===== src/rtl/replicated_fork_pkg.sv =====
// Shared definitions for the replicated fork: state encoding and width helpers.
package replicated_fork_pkg;

    // Broadcast controller states.
    typedef enum logic {
        IDLE  = 1'b0,
        BCAST = 1'b1
    } state_e;

    // 2**l, used to derive data width and way count from their log2 parameters.
    function automatic int unsigned pow2(input int unsigned l);
        return 32'd1 << l;
    endfunction

endpackage : replicated_fork_pkg


===== src/rtl/replicated_fork_replicator.sv =====
// Combinational fan-out of one W-bit word onto N ways.
// Ports:
//   in_data  [W-1:0]   word to replicate
//   out_data [N*W-1:0] way i receives in_data at [i*W +: W]
module replicator
    import replicated_fork_pkg::*;
#(
    parameter int unsigned WIRE = 3,
    parameter int unsigned WAY  = 2
) (
    input  logic [pow2(WIRE)-1:0]            in_data,
    output logic [pow2(WAY)*pow2(WIRE)-1:0]  out_data
);

    localparam int unsigned W = pow2(WIRE);
    localparam int unsigned N = pow2(WAY);

    // One copy per way.
    for (genvar i = 0; i < N; i++) begin : g_way
        assign out_data[i*W +: W] = in_data;
    end

endmodule : replicator


===== src/rtl/replicated_fork.sv =====
// Registered broadcast stage: holds one word and offers it to every way,
// retiring it only once all ways have accepted.
// Ports:
//   clk, rst_n           clock, asynchronous active-low reset
//   in_valid/in_ready    producer handshake (in_ready is combinational)
//   in_data   [W-1:0]    producer word
//   out_valid [N-1:0]    per-way pending copy
//   out_ready [N-1:0]    per-way accept
//   out_data  [N*W-1:0]  replicated held word
//   busy                 a word is held
//   words_done [CNTW-1:0] count of fully retired words (wraps)
module replicated_fork
    import replicated_fork_pkg::*;
#(
    parameter int unsigned WIRE = 3,
    parameter int unsigned WAY  = 2,
    parameter int unsigned CNTW = 16
) (
    input  logic                            clk,
    input  logic                            rst_n,
    input  logic                            in_valid,
    output logic                            in_ready,
    input  logic [pow2(WIRE)-1:0]           in_data,
    output logic [pow2(WAY)-1:0]            out_valid,
    input  logic [pow2(WAY)-1:0]            out_ready,
    output logic [pow2(WAY)*pow2(WIRE)-1:0] out_data,
    output logic                            busy,
    output logic [CNTW-1:0]                 words_done
);

    localparam int unsigned W = pow2(WIRE);
    localparam int unsigned N = pow2(WAY);

    // Way count must be 2..32.
    if (WAY < 1 || WAY > 5) begin : g_way_check
        $error("replicated_fork: WAY must be in 1..5");
    end

    state_e          state_q, state_d;
    logic [N-1:0]    pend_q, pend_d;
    logic [W-1:0]    data_q, data_d;
    logic [CNTW-1:0] cnt_d;
    logic            last;
    logic            load;

    // Every still-pending way accepts this cycle.
    assign last     = (state_q == BCAST) && ((pend_q & ~out_ready) == '0);
    assign in_ready = (state_q == IDLE) || last;
    assign load     = in_valid && in_ready;

    assign out_valid = pend_q;
    assign busy      = (state_q == BCAST);

    // State and datapath registers.
    always_ff @(posedge clk or negedge rst_n) begin
        if (!rst_n) begin
            state_q    <= IDLE;
            pend_q     <= '0;
            data_q     <= '0;
            words_done <= '0;
        end else begin
            state_q    <= state_d;
            pend_q     <= pend_d;
            data_q     <= data_d;
            words_done <= cnt_d;
        end
    end

    // Next-state, pending mask, held word and retire counter.
    always_comb begin
        state_d = state_q;
        pend_d  = pend_q;
        data_d  = data_q;
        cnt_d   = words_done;
        case (state_q)
            IDLE: begin
                if (load) begin
                    data_d  = in_data;
                    pend_d  = '1;
                    state_d = BCAST;
                end
            end
            BCAST: begin
                if (!last) begin
                    pend_d = pend_q & ~out_ready;
                end else if (load) begin
                    // Final way retires and the next word loads in the same cycle.
                    data_d = in_data;
                    pend_d = '1;
                end else begin
                    pend_d  = '0;
                    state_d = IDLE;
                end
            end
            default: begin
                state_d = IDLE;
                pend_d  = '0;
            end
        endcase
        if (last) begin
            cnt_d = words_done + CNTW'(1);
        end
    end

    replicator #(
        .WIRE(WIRE),
        .WAY (WAY)
    ) u_replicator (
        .in_data (data_q),
        .out_data(out_data)
    );

endmodule : replicated_fork


===== config.mk =====
export PLATFORM = sky130hd
export DESIGN_NAME = replicated_fork
export DESIGN_NICKNAME = d
export VERILOG_FILES = /design/src/rtl/replicated_fork_pkg.sv /design/src/rtl/replicated_fork_replicator.sv /design/src/rtl/replicated_fork.sv
export SDC_FILE = /design/constraint.sdc
export NUM_CORES = 1
export LEC_CHECK = 0
export CAP_MARGIN = 20
export CORE_MARGIN = 10
export CORE_UTILIZATION = 31
export CTS_CLUSTER_DIAMETER = 40
export DETAILED_ROUTE_END_ITERATION = 6
export PLACE_DENSITY_LB_ADDON = 0.25
export SETUP_SLACK_MARGIN = 0.1
export SLEW_MARGIN = 20
export SYNTH_ARGS = -nofsm -noshare
export SYNTH_HDL_FRONTEND = slang
export SYNTH_SLANG_ARGS = --single-unit

===== constraint.sdc =====
create_clock -name clk -period 3.2 [get_ports clk]
set_input_delay 0.8 -clock clk [delete_from_list [all_inputs] [get_ports clk]]
set_output_delay 0.8 -clock clk [all_outputs]
set_load 0.01 [all_outputs]

* Word level (Yosys, flattened, before mapping) *
Index checks and enable logic that the tools add are counted.

storage, ports and cells
  input port bits = 15
  register bits = 29
  logic and storage cells = 24
  output and inout port bits = 54

cells by class
  reduce and logical (&&, ||, !) cells = 4
  $add $sub $neg = 1
  equal/unequal tests = 2
  mux-type cells = 10
  bitwise logic cells = 3

operator list
  kind                   number
  $add 16x1->16 const B  1
  $mux 8                 2
  $pmux 8 s2             1
  $mux 4                 3
  $pmux 4 s2             1
  $and 4x4->4            1
  $logic_not 4->1        1
  $not 4->4              1
  $logic_and 1x1->1      2
  $mux 1                 2
  $ne 2x1->1 const B     1
  $ne 2x2->1 const B     1
  $pmux 1 s2             1
  $logic_or 1x1->1       1
  $not 1->1              1

* Depth between registers and ports, before layout *
  depth in word-level cells = 9
  depth in mapped cells = 6
  gate-level depth less buffers = 6

* Cells and area by module *
A second synthesis with hierarchy kept.

second synthesis, totals
  cell total of the unflattened synthesis = 137
  area total of the unflattened synthesis = 1551.5 um2

modules (own cells, without submodules)
  module           cells each  times used  area each (um2)  seq. area each (um2)
  replicated_fork  105         1           1311.3           725.7
  replicator       32          1           240.2            0.0

* Least setup slack after synthesis *
OpenSTA, ideal clock, no wires.

  kind = input port to output port
  start = input out_ready[2]
  end = output in_ready
  data required time = 2.400 ns
  setup slack = 1.061 ns
  path buffers = 0
  arrival = 1.339 ns
  cell stages on the path = 3
  cell sequence = nand2b_1 > o2111a_4 > nand2b_4

between the ends
  cells in the longest elaborated chain, start to end = 5

RTL lines
  item               line                   text
  from (decl)        replicated_fork.sv:25  input logic [pow2(WAY)-1:0] out_ready,
  $not 4->4          replicated_fork.sv:47  assign last = (state_q == BCAST) && ((pend_q & ~out_ready) == '0);
  $and 4x4->4        replicated_fork.sv:47
  $logic_not 4->1    replicated_fork.sv:47
  $logic_and 1x1->1  replicated_fork.sv:47
  $logic_or 1x1->1   replicated_fork.sv:48  assign in_ready = (state_q == IDLE) || last;
  to (decl)          replicated_fork.sv:22  output logic in_ready,

Every way passes these cells.

* Worst setup path in the final report *
Ends and elaborated chain as after synthesis.

==> out/qor.txt <==
Syn Area/Cell = 11.7 µm²
maxcap violations = 0
Port Buffer Count = 68
top post-synthesis cells by area = dfrtp_1, buf_4, mux2_4, xnor2_1, nand2_1
DR vias/cell = 4.40
Layout Nets = 194
PwrDens = 925 nW/µm²
antenna violations before repair = 0
TNS Setup = 0 ns
vias after detailed routing = 1012
clock skew = 0.00212 ns
hold_buf cts = 0
most frequent cells in the layout = clkdlybuf4s50_1, dfrtp_1, nand2_1
RSZ-0062 raised after global routing = false
internal cell power = 1.31 mW
fmax = 369 MHz
Mapped Cells = 125
Tmin final = 2.71 ns
core area = 4470 µm²
clock share of power = 0.151
first-pass GRT wire length = 5550 µm
Least-Margin Pin Slew = 0.374 ns
Comb pwr share = 0.535
cell taking the most area after synthesis = dfrtp_1
sw frac = 0.337
Hold Crit Class = flop to flop
Flop pwr share = 0.314
drc violations = 0
main combinational cell family by area after synthesis = simple AND/OR/NAND/NOR gates
total power = 1.98 mW
CTS tree = yes
Die X = 88.8 µm
critical path class = input pin to output pin
drt wl/cell = 15.8 µm
drt first pass iters = 4
maximum clock path buffer count = 2
Crit. End Element = output pin
DR iter-0 viols = 53
Simple-Gate Fraction of Synth Area = 0.160
# setup viols final = 0
fin crit share = 0.848
clk slew on worst S/H paths = 0.06 ns
largest net degree at the start of global routing = 30
post-synthesis sequential area ratio = 0.494
Post-Synth Adder-Cell Area = 0.00853
commonest non-fill, non-tap cell in the layout = clkdlybuf4s50_1
Rows = 24
full die area = 7890 µm²
Initial Utilization = 0.328
YS warnings = 0
relative slew slack = 0.751
critical path data required time = 2.40 ns
Pins Over Slew Limit = 0
Hold Fails Final Rpt = 0
Leak = 0.943 nW
total grt overflow = 0
arrival time worst endpoint = 1.91 ns
Synth Area in Compound Gates = 0.0324
IO Count = 69
GRT Total Usage = 0.0903
Die Ht = 88.8 µm
multiplexer share of the synthesized area = 0.0818
status = finished, final reports clean
DRT antenna net count = 0
Num CTS Buffers = 5
Post-Route WL = 3640 µm
share of Yosys cell area claimed by the top area cell type = 0.494
clk root buf = clkbuf_8
Peak VDD IR = 445 µV
kind of start point of the critical path = input pin
htree depth = 2
CTS sink count = 29
Synth-to-Final Area Change = 45.6%
Syn Nets = 141
Clk Latency, worst-skew pair = 0.27 ns
xor/xnor share of the synthesized area = 0.0895
ANT cells = 0
GP Congestion = 0.752
DP HPWL = 2880 µm
Distinct cells, synth = 24
Mapped Area = 1470 µm²
vias in the first global route = 1090
Max Fanout on Critical Path = 2
Synth Register Bits = 29
NetSw = 666 µW
layout cells sized above 1 = 0.146
per-layer routing:
layer  vias up  share of wire  GRT usage
met1       472           0.38     0.0970
met4         0         0.0099     0.0485
met3         2          0.086     0.0267
met2        41           0.52      0.156
li1        497              -          -
met5         -              0          0
path summary, 6_finish.rpt:
check	startpoint	endpoint	slack, ns	cells past startpoint
max in group asynchronous	rst_n	data_q[3]	2.01	2
min in group asynchronous	rst_n	words_done[6]	0.92	2
worst min register to register	words_done[15]	words_done[15]	0.47	1
worst max register to register	out_valid[1]	data_q[3]	1.61	6
worst min-delay path	words_done[15]	words_done[15]	0.47	1
worst max-delay path	out_ready[2]	in_ready	0.49	5
final cells by class:
cell class                      instances  area [µm²]
Timing Repair Buffer                   71         706
Clock buffer                            7        86.3
Tap cell                               52        65.1
Sequential cell                        29         726
Fill cell                             400        2340
Inverter                                2        7.51
Multi-Input combinational cell         69         547
synth_stat cells:
cell type  instances
nand2b_4           1
a22o_2             2
o2111a_4           1
nor2_1             3
dfrtp_1           29
nand4_1            4
nand2b_2           1
nand2b_1           2
xor2_1             2
o211ai_1           1
ha_1               1
and3_1             1
xnor2_1           13
mux2_4             8
buf_4             25
and3_2             2
and4_1             2
or2b_1             1
nand3_1            4
nor3_1             2
nand2_8            1
nand2_1           16
and2_2             1
inv_1              2
cell families (layout without fill, tap and decap cells):
family	after synthesis	after routing
flops	29	29
compound gates	4	4
fa+ha+maj	1	1
mux	8	8
buf+inv	27	80
simple gates	41	41
xor+xnor	15	15
timing repair:
| item | 4_1_cts | 5_1_grt |
|---|---|---|
| buffers inserted | 0 | 0 |
| setup endpoints to repair | 0 | 1 |
| resized for setup | 0 | 1 |
through the flow:
| stage | instances | worst slack (ns) | hold WS (ns) | util | instance area (µm²) |
|---|---|---|---|---|---|
| floorplan | 125 | 1.06 | 0.504 | - | 1470 |
| global placement | 223 | 0.105 | 0.459 | 0.458 | 2050 |
| detailed placement | 223 | 0.117 | 0.466 | 0.458 | 2050 |
| CTS | 230 | 0.102 | 0.475 | 0.477 | 2130 |
| global route | 230 | 0.415 | 0.510 | 0.478 | 2140 |
| finish | 230 | 0.487 | 0.466 | 0.478 | 2140 |
power by group through the flow:
stage	Clock [mW]	Combinational [mW]	Sequential [mW]
floorplan	0	0.586	0.654
global placement	0	1.07	0.618
detailed placement	0	1.08	0.628
CTS	0.312	1.08	0.625
global route	0.323	1.13	0.647
finish	0.298	1.06	0.621
sequential cells by signal (all words and copies together) (netlist names):
name / flops
words_done: 16
busy: 1
data_q: 8
out_valid: 4
critical path: stages:
cell,delay (ns)
clkdlybuf4s50_1,0.45
nand2b_1,0.15
o2111a_4,0.22
nand2b_4,0.12
dlymetal6s2s_1,0.17
Power figures use the tool's default switching activity.
